--- src/rtl/ram_array.sv ---
// Word-addressable RAM built from 4-bit slices, with a preset engine that
// fills every word with ones over DEPTH cycles. Define RAM_WMASK_EN for per-nibble write masking.

module ram_array_slice #(
  parameter int DEPTH  = 4,
  parameter int ADDR_W = 2
) (
  input  logic              clk,
  input  logic              clear,
  input  logic              wen,
  input  logic [ADDR_W-1:0] waddr,
  input  logic [ADDR_W-1:0] raddr,
  input  logic [3:0]        wdata,
  output logic [3:0]        rdata
);
  logic [DEPTH-1:0][3:0] mem;

  always_ff @(posedge clk) begin
    if (clear) begin
      mem   <= '0;
      rdata <= '0;
    end else begin
      if (wen) mem[waddr] <= wdata;
      // Same-edge write to the read address is forwarded to the output.
      rdata <= (wen && (waddr == raddr)) ? wdata : mem[raddr];
    end
  end
endmodule

module ram_array #(
  parameter int WIDTH  = 8,
  parameter int DEPTH  = 4,
  parameter int ADDR_W = 2
) (
  input  logic              clk,
  input  logic              clear,
  input  logic              we,
  input  logic              preset,
  input  logic [ADDR_W-1:0] addr,
  input  logic [WIDTH-1:0]  din,
`ifdef RAM_WMASK_EN
  input  logic [WIDTH/4-1:0] wmask,
`endif
  output logic [WIDTH-1:0]  dout,
  output logic              busy
);
  localparam int NIB = WIDTH / 4;
  localparam logic [ADDR_W-1:0] LAST = ADDR_W'(DEPTH - 1);

  typedef enum logic {IDLE, FILL} state_t;

  state_t            state, state_nx;
  logic [ADDR_W-1:0] ptr, ptr_nx;
  logic [NIB-1:0]    mask;

`ifdef RAM_WMASK_EN
  assign mask = wmask;
`else
  assign mask = '1;
`endif

  assign busy = (state == FILL);

  always_ff @(posedge clk) begin
    if (clear) begin
      state <= IDLE;
      ptr   <= '0;
    end else begin
      state <= state_nx;
      ptr   <= ptr_nx;
    end
  end

  always_comb begin
    state_nx = state;
    ptr_nx   = ptr;
    case (state)
      IDLE: if (preset) begin
        state_nx = FILL;
        ptr_nx   = '0;
      end
      FILL: begin
        // preset is deliberately not looked at here: no restart or extension.
        if (ptr == LAST) begin
          state_nx = IDLE;
          ptr_nx   = '0;
        end else begin
          ptr_nx = ptr + 1'b1;
        end
      end
      default: begin
        state_nx = IDLE;
        ptr_nx   = '0;
      end
    endcase
  end

  // Fill writes own the write port; user writes are dropped while busy.
  logic              fill_wr;
  logic [ADDR_W-1:0] waddr;
  assign fill_wr = busy;
  assign waddr   = fill_wr ? ptr : addr;

  for (genvar i = 0; i < NIB; i++) begin : g_slice
    logic       wen;
    logic [3:0] wdata;
    assign wen   = fill_wr | (we & mask[i]);
    assign wdata = fill_wr ? 4'hF : din[4*i +: 4];

    ram_array_slice #(.DEPTH(DEPTH), .ADDR_W(ADDR_W)) u_slice (
      .clk   (clk),
      .clear (clear),
      .wen   (wen),
      .waddr (waddr),
      .raddr (addr),
      .wdata (wdata),
      .rdata (dout[4*i +: 4])
    );
  end
endmodule
--- config.mk ---
export PLATFORM = sky130hd
export DESIGN_NAME = ram_array
export DESIGN_NICKNAME = d
export VERILOG_FILES = /design/src/rtl/ram_array.sv
export SDC_FILE = /design/constraint.sdc
export NUM_CORES = 1
export LEC_CHECK = 0
export ABC_AREA = 1
export BUFFER_PORTS_ARGS = -buffer_cell sky130_fd_sc_hd__buf_2
export CORE_ASPECT_RATIO = 1.25
export CORE_MARGIN = 8
export CORE_UTILIZATION = 60
export DETAILED_ROUTE_END_ITERATION = 10
export GPL_TIMING_DRIVEN = 0
export PLACE_DENSITY_LB_ADDON = 0.2
export SYNTH_ARGS = -nofsm -noshare
export SYNTH_HDL_FRONTEND = slang
export SYNTH_SLANG_ARGS = --single-unit
--- constraint.sdc ---
create_clock -name clk -period 3.9 [get_ports clk]
set_input_delay 0.195 -clock clk [delete_from_list [all_inputs] [get_ports clk]]
set_output_delay 0.195 -clock clk [all_outputs]
set_load 0.05 [all_outputs]
; Word-level counts from Yosys, hierarchy flattened
; Cells that the tools add are included.
[classes]
muxes = 19
reduce_logical = 2
n_addsub = 1
n_bitwise = 2
n_lt_le_gt_ge = 3
eq_ne = 3
[op_table]
columns = cell, count
row1 = 16-bit bitwise mux, 2
row2 = 4-bit 2-to-1 mux, 7
row3 = 4-bit binary-select mux with 2-bit select, 2
row4 = 4-bit demux with 2-bit select, 1
row5 = "2-bit by 3-bit less-than comparator with 1-bit output, second input constant", 2
row6 = 2-bit 2-to-1 mux, 3
row7 = 2-bit one-hot mux with 2 select lines, 1
row8 = "2-bit by 1-bit adder with 2-bit output, second input constant", 1
row9 = 2-bit equality test, 1
row10 = "2-bit equality test, second input constant", 1
row11 = "2-bit by 1-bit >= comparator with 1-bit output, second input constant", 1
row12 = 1-bit logical AND, 2
row13 = 1-bit 2-to-1 mux, 2
row14 = "2-bit != test, second input constant", 1
row15 = 1-bit one-hot mux with 2 select lines, 1
row16 = 1-bit NOT, 1
row17 = 1-bit OR, 1
[totals]
elab_cells = 42
output_inout_bits = 9
input_bits = 14
regBits = 43

; Longest topological paths before layout
[logic_depth]
word_depth = 6
mapped_depth = 10

; Modules after synthesis
; From an unflattened synthesis, not the netlist that was laid out.
[unflattened]
hier_cells = 311
hier_area_um2 = 2109.5
[by_module_without_submodules]
columns = mod, n_inst, area_each_um2, seq_area_each_um2, cells_each
row1 = ram_array_slice, 2, 943.4, 400.4, 139
row2 = ram_array, 1, 222.7, 60.1, 33

; Least setup slack after synthesis
; No wires, ideal clock.
[synth_path]
kind = reg-to-reg
start = register state (netlist: busy)
end = register g_slice[0].u_slice.mem[7] (netlist bit)
path_buffers = 2
synth_period_minus_slack_ns = 1.664
slack_ns = 2.236
arrival_time_ns = 1.546
path_stages_with_launch = 8
path_cell_list = dfxtp_1 -> buf_6 -> inv_2 -> nand2_4 -> nand3_4 -> buf_6 -> nor3_1 -> nor2_1
[synth_via]
elab_chain_cells = 6
word_cells_on_any_way = 9
cone_classes = order compare (2) / mux (5) / bitwise (1) / reduce/logical (1)
[synth_rtl]
columns = item, line
row1 = start: declaration, 52  ; state_t state, state_nx;
row2 = start signal: assignment, 69  ; state <= state_nx;
row3 = 2-bit 2-to-1 mux, 102  ; assign waddr = fill_wr ? ptr : addr;
row4 = 2-bit by 3-bit less-than comparator with 1-bit output (implied by the code) / 2-bit by 1-bit >= comparator with 1-bit output (equally long branches), 23  ; if (wen) mem[waddr] <= wdata;
row5 = 1-bit logical AND (implied by the code), 23
row6 = 4-bit 2-to-1 mux (implied by the code), 23
row7 = 4-bit demux with 2-bit select, -
row8 = 16-bit bitwise mux, 23
row9 = end signal: indexed assignment, 23
row10 = end: declaration, 16  ; logic [DEPTH-1:0][3:0] mem;
; Several ways; a longest one is shown, not always the timed one.
; A chain may end at the register's enable or synchronous reset.

; Worst setup path after layout
[layout_path]
start = register state (netlist: busy)
end = register g_slice[0].u_slice.mem[5] (netlist bit)
; Same word-level chain as after synthesis.

==> summary.txt <==
Final layout
  – Fillers: 312
  – Share of cells above drive strength 1: 16.5%
  – Diodes inserted: 0
  – FF+latch area: 861 um2
  – Layout area overhead: 11.9%
  – Non-filler cells in the finished layout: 390
  – Nets: 365
  – Multi-input gate area: 0.00107 mm2

Synth
  – Top-count cell post-synth: nor2_1
  – Synth warn: 0
  – Seq cells post-synth: 43
  – Mean Syn Cell Area: 6.77 um2
  – Sequential share of the synthesized area: 39.6%
  – Yosys top cell by area: dfxtp_1
  – Post-Syn Area: 0.00217 mm2
  – Cell variety after synth: 25
  – Ys async rst share: 0%
  – Number of flops mapped to enable cells by yosys: 0
  – Synth top area share: 39.6%
  – Post-synth top cells: 72 x nor2_1, 67 x nand2_1, 43 x dfxtp_1
  – Top post-synthesis cells by area: dfxtp_1 40%, nor2_1 12%, nand2_1 12%
  – Ys flop type: dfxtp_1
  – Synthesized instance count: 321
  – Syn nets: 336

Worst setup path
  – Worst flop-to-flop path endpoint: g_slice[0].u_slice.mem[5]$_SDFFE_PP0P_
  – CP required: 4.09 ns
  – Setup crit end: g_slice[0].u_slice.mem[5]$_SDFFE_PP0P_
  – Worst r2r src: busy$_SDFF_PP0_
  – Reg2reg setup slack: 2.38 ns
  – Critical path type: reg2reg
  – CP Capture Type: flip-flop
  – Worst setup path start: busy$_SDFF_PP0_
  – Worst Path Arrival: 1.71 ns
  – Crit start category: flip-flop
  – CP Max Fanout: 10
  – Worst Reg2Reg Path Length in Cells: 7

Clock network
  – CTS tree: built
  – H-tree depth: 2
  – Clk sinks: 43
  – Num CTS Buffers: 5
  – Clock Tree Buf Depth: 2
  – Clock transition at path regs: 0.08 ns
  – Clock Latency Late Sink: 0.30 ns
  – Post-CTS Hold Buffers: 0
  – # Post-CTS Setup Buffers: 0
  – Root Buffer Master: clkbuf_8
  – Cts repair resizes: 0

STA
  – Final-report max-slew violation count: 0
  – Minimum clock period: 1.52 ns
  – Slew @ Worst Pin: 0.544 ns
  – Clock Skew: 0.00815 ns
  – Setup TNS: 0 ns
  – RSZ-0062 raised after global routing: no
  – Final setup viols: 0
  – Achievable clock frequency: 659 MHz
  – Final Hold Slack: 0.162 ns
  – Period utilization: 38.9%
  – Hold Violations, Final: 0
  – Slew HR: 63.8%

Route
  – Drt initial violations: 185
  – DRC: 0
  – Via count: 2,066
  – Routed Antenna Nets: 0
  – Routed Wire Length: 5430 um
  – Routed length per instance: 13.9 um
  – Avg Vias per Cell: 5.30
  – First drt pass iteration count: 5

Placement
  – Post-detail-place hpwl: 3800 um
  – GP Congestion: 0.871
  – # port buffers: 22
  – Placed cells: 382

Global route
  – First-pass GRT wire length: 8770 um
  – Pin count of the biggest net entering global routing: 13
  – Initial antenna violation count: 0
  – Number of global-route vias before repair: 1,821
  – Total GRT Usage: 18.3%
  – Grt ovf: 0

Pwr
  – Clock group share of total power: 30.1%
  – Switch Pwr: 334 uW
  – Peak VDD IR: 366 uV
  – Seq pwr share: 47.0%
  – Int Pwr: 709 uW
  – Static leakage: 0.00118 uW
  – Pwr Total: 1040 uW
  – Power Density: 429 mW/mm2
  – Logic pwr share: 22.9%
  – Sw Share: 32.0%

Floorplan
  – Starting Density: 62.4%
  – Rows: 24
  – Die height: 83.3 um
  – Die width: 69.8 um
  – Core ar.: 0.00348 mm2
  – I/O pin count: 23
  – Die area: 0.00582 mm2

Hold path
  – Type of the worst min-delay path: in2reg

Flow run
  – Total of max-cap violations: 0

Run status
  – Outcome: complete, no violations
[worst min-delay path by stage]
stage               slack, ns                               startpoint                                 endpoint  cells after the start
floorplan                0.38                                   preset                      ptr[0]$_SDFFE_PP0P_                      3
global placement         0.44  g_slice[1].u_slice.mem[14]$_SDFFE_PP0P_  g_slice[1].u_slice.mem[14]$_SDFFE_PP0P_                      2
detailed placement       0.45  g_slice[1].u_slice.mem[15]$_SDFFE_PP0P_  g_slice[1].u_slice.mem[15]$_SDFFE_PP0P_                      2
CTS                      0.16                                   preset                      ptr[1]$_SDFFE_PP0P_                      4
global route             0.19                                   preset                      ptr[1]$_SDFFE_PP0P_                      4
finish                   0.16                                   preset                      ptr[1]$_SDFFE_PP0P_                      4
[routing by layer]
metal,track usage (%),part of all wire [%],vias up
met5,0,0,-
met4,7.51,1.3,0
met3,4.64,8.1,6
met2,30.1,47,77
met1,21.9,43,912
li1,-,-,1071
[power groups by stage]
| stage | clock, uW | sequential [uW] | combinational, uW |
|---|---|---|---|
| floorplan | 0 | 534 | 143 |
| global placement | 0 | 499 | 231 |
| detailed placement | 0 | 500 | 235 |
| CTS | 317 | 490 | 237 |
| global route | 328 | 494 | 263 |
| finish | 314 | 491 | 239 |
[critical path: stages (launching register included)]
cell	delay, ns
dfxtp_1	0.45
buf_6	0.18
nand2_1	0.09
o21ai_4	0.17
inv_4	0.09
buf_2	0.20
nor3_1	0.15
nor2_1	0.07
[through the flow]
step / cell area [um2] / util, % / setup slack, ns
5_1_grt: 2430 / 69.9 / 2.28
3_3_place_gp: 2330 / 67.0 / 2.42
6_report: 2430 / 69.9 / 2.38
2_1_floorplan: 2170 / - / 2.24
3_5_place_dp: 2330 / 67.0 / 2.41
4_1_cts: 2430 / 69.9 / 2.39
[kinds of logic after synthesis]
group	share of synthesized area [%]
AND/OR/NAND/NOR	37.7
flip-flops	39.6
AO/OA/AOI/OAI	10.9
buffers and inverters	11.2
adder cells (fa/ha/maj)	0.575
[registers in the layout (all words and copies together) (netlist names)]
name	cells
g_slice.u_slice.mem	32
ptr	2
busy	1
g_slice.u_slice.rdata	8
[final cells by class]
cell class / count / area share, %
plain buffers: 16 / 4.47
clock buffers: 8 / 4.11
inverters: 35 / 5.50
multi-input cells: 227 / 44.0
flip-flops and latches: 43 / 35.4
well taps: 39 / 2.01
repair buffers: 22 / 4.52
[layout by cell type (no fill, tap or decap), drive strengths merged, types with 12 or more instances in the layout]
| master | netlist | layout |
|---|---|---|
| buf | 12 | 34 |
| nor2 | 75 | 75 |
| nand3 | 13 | 13 |
| a21oi | 12 | 12 |
| dfxtp | 43 | 43 |
| inv | 35 | 35 |
| o21ai | 29 | 29 |
| nor3 | 16 | 16 |
| nand2 | 72 | 72 |
| clkbuf | 4 | 12 |
No activity file was read; power rests on OpenSTA's default activity.
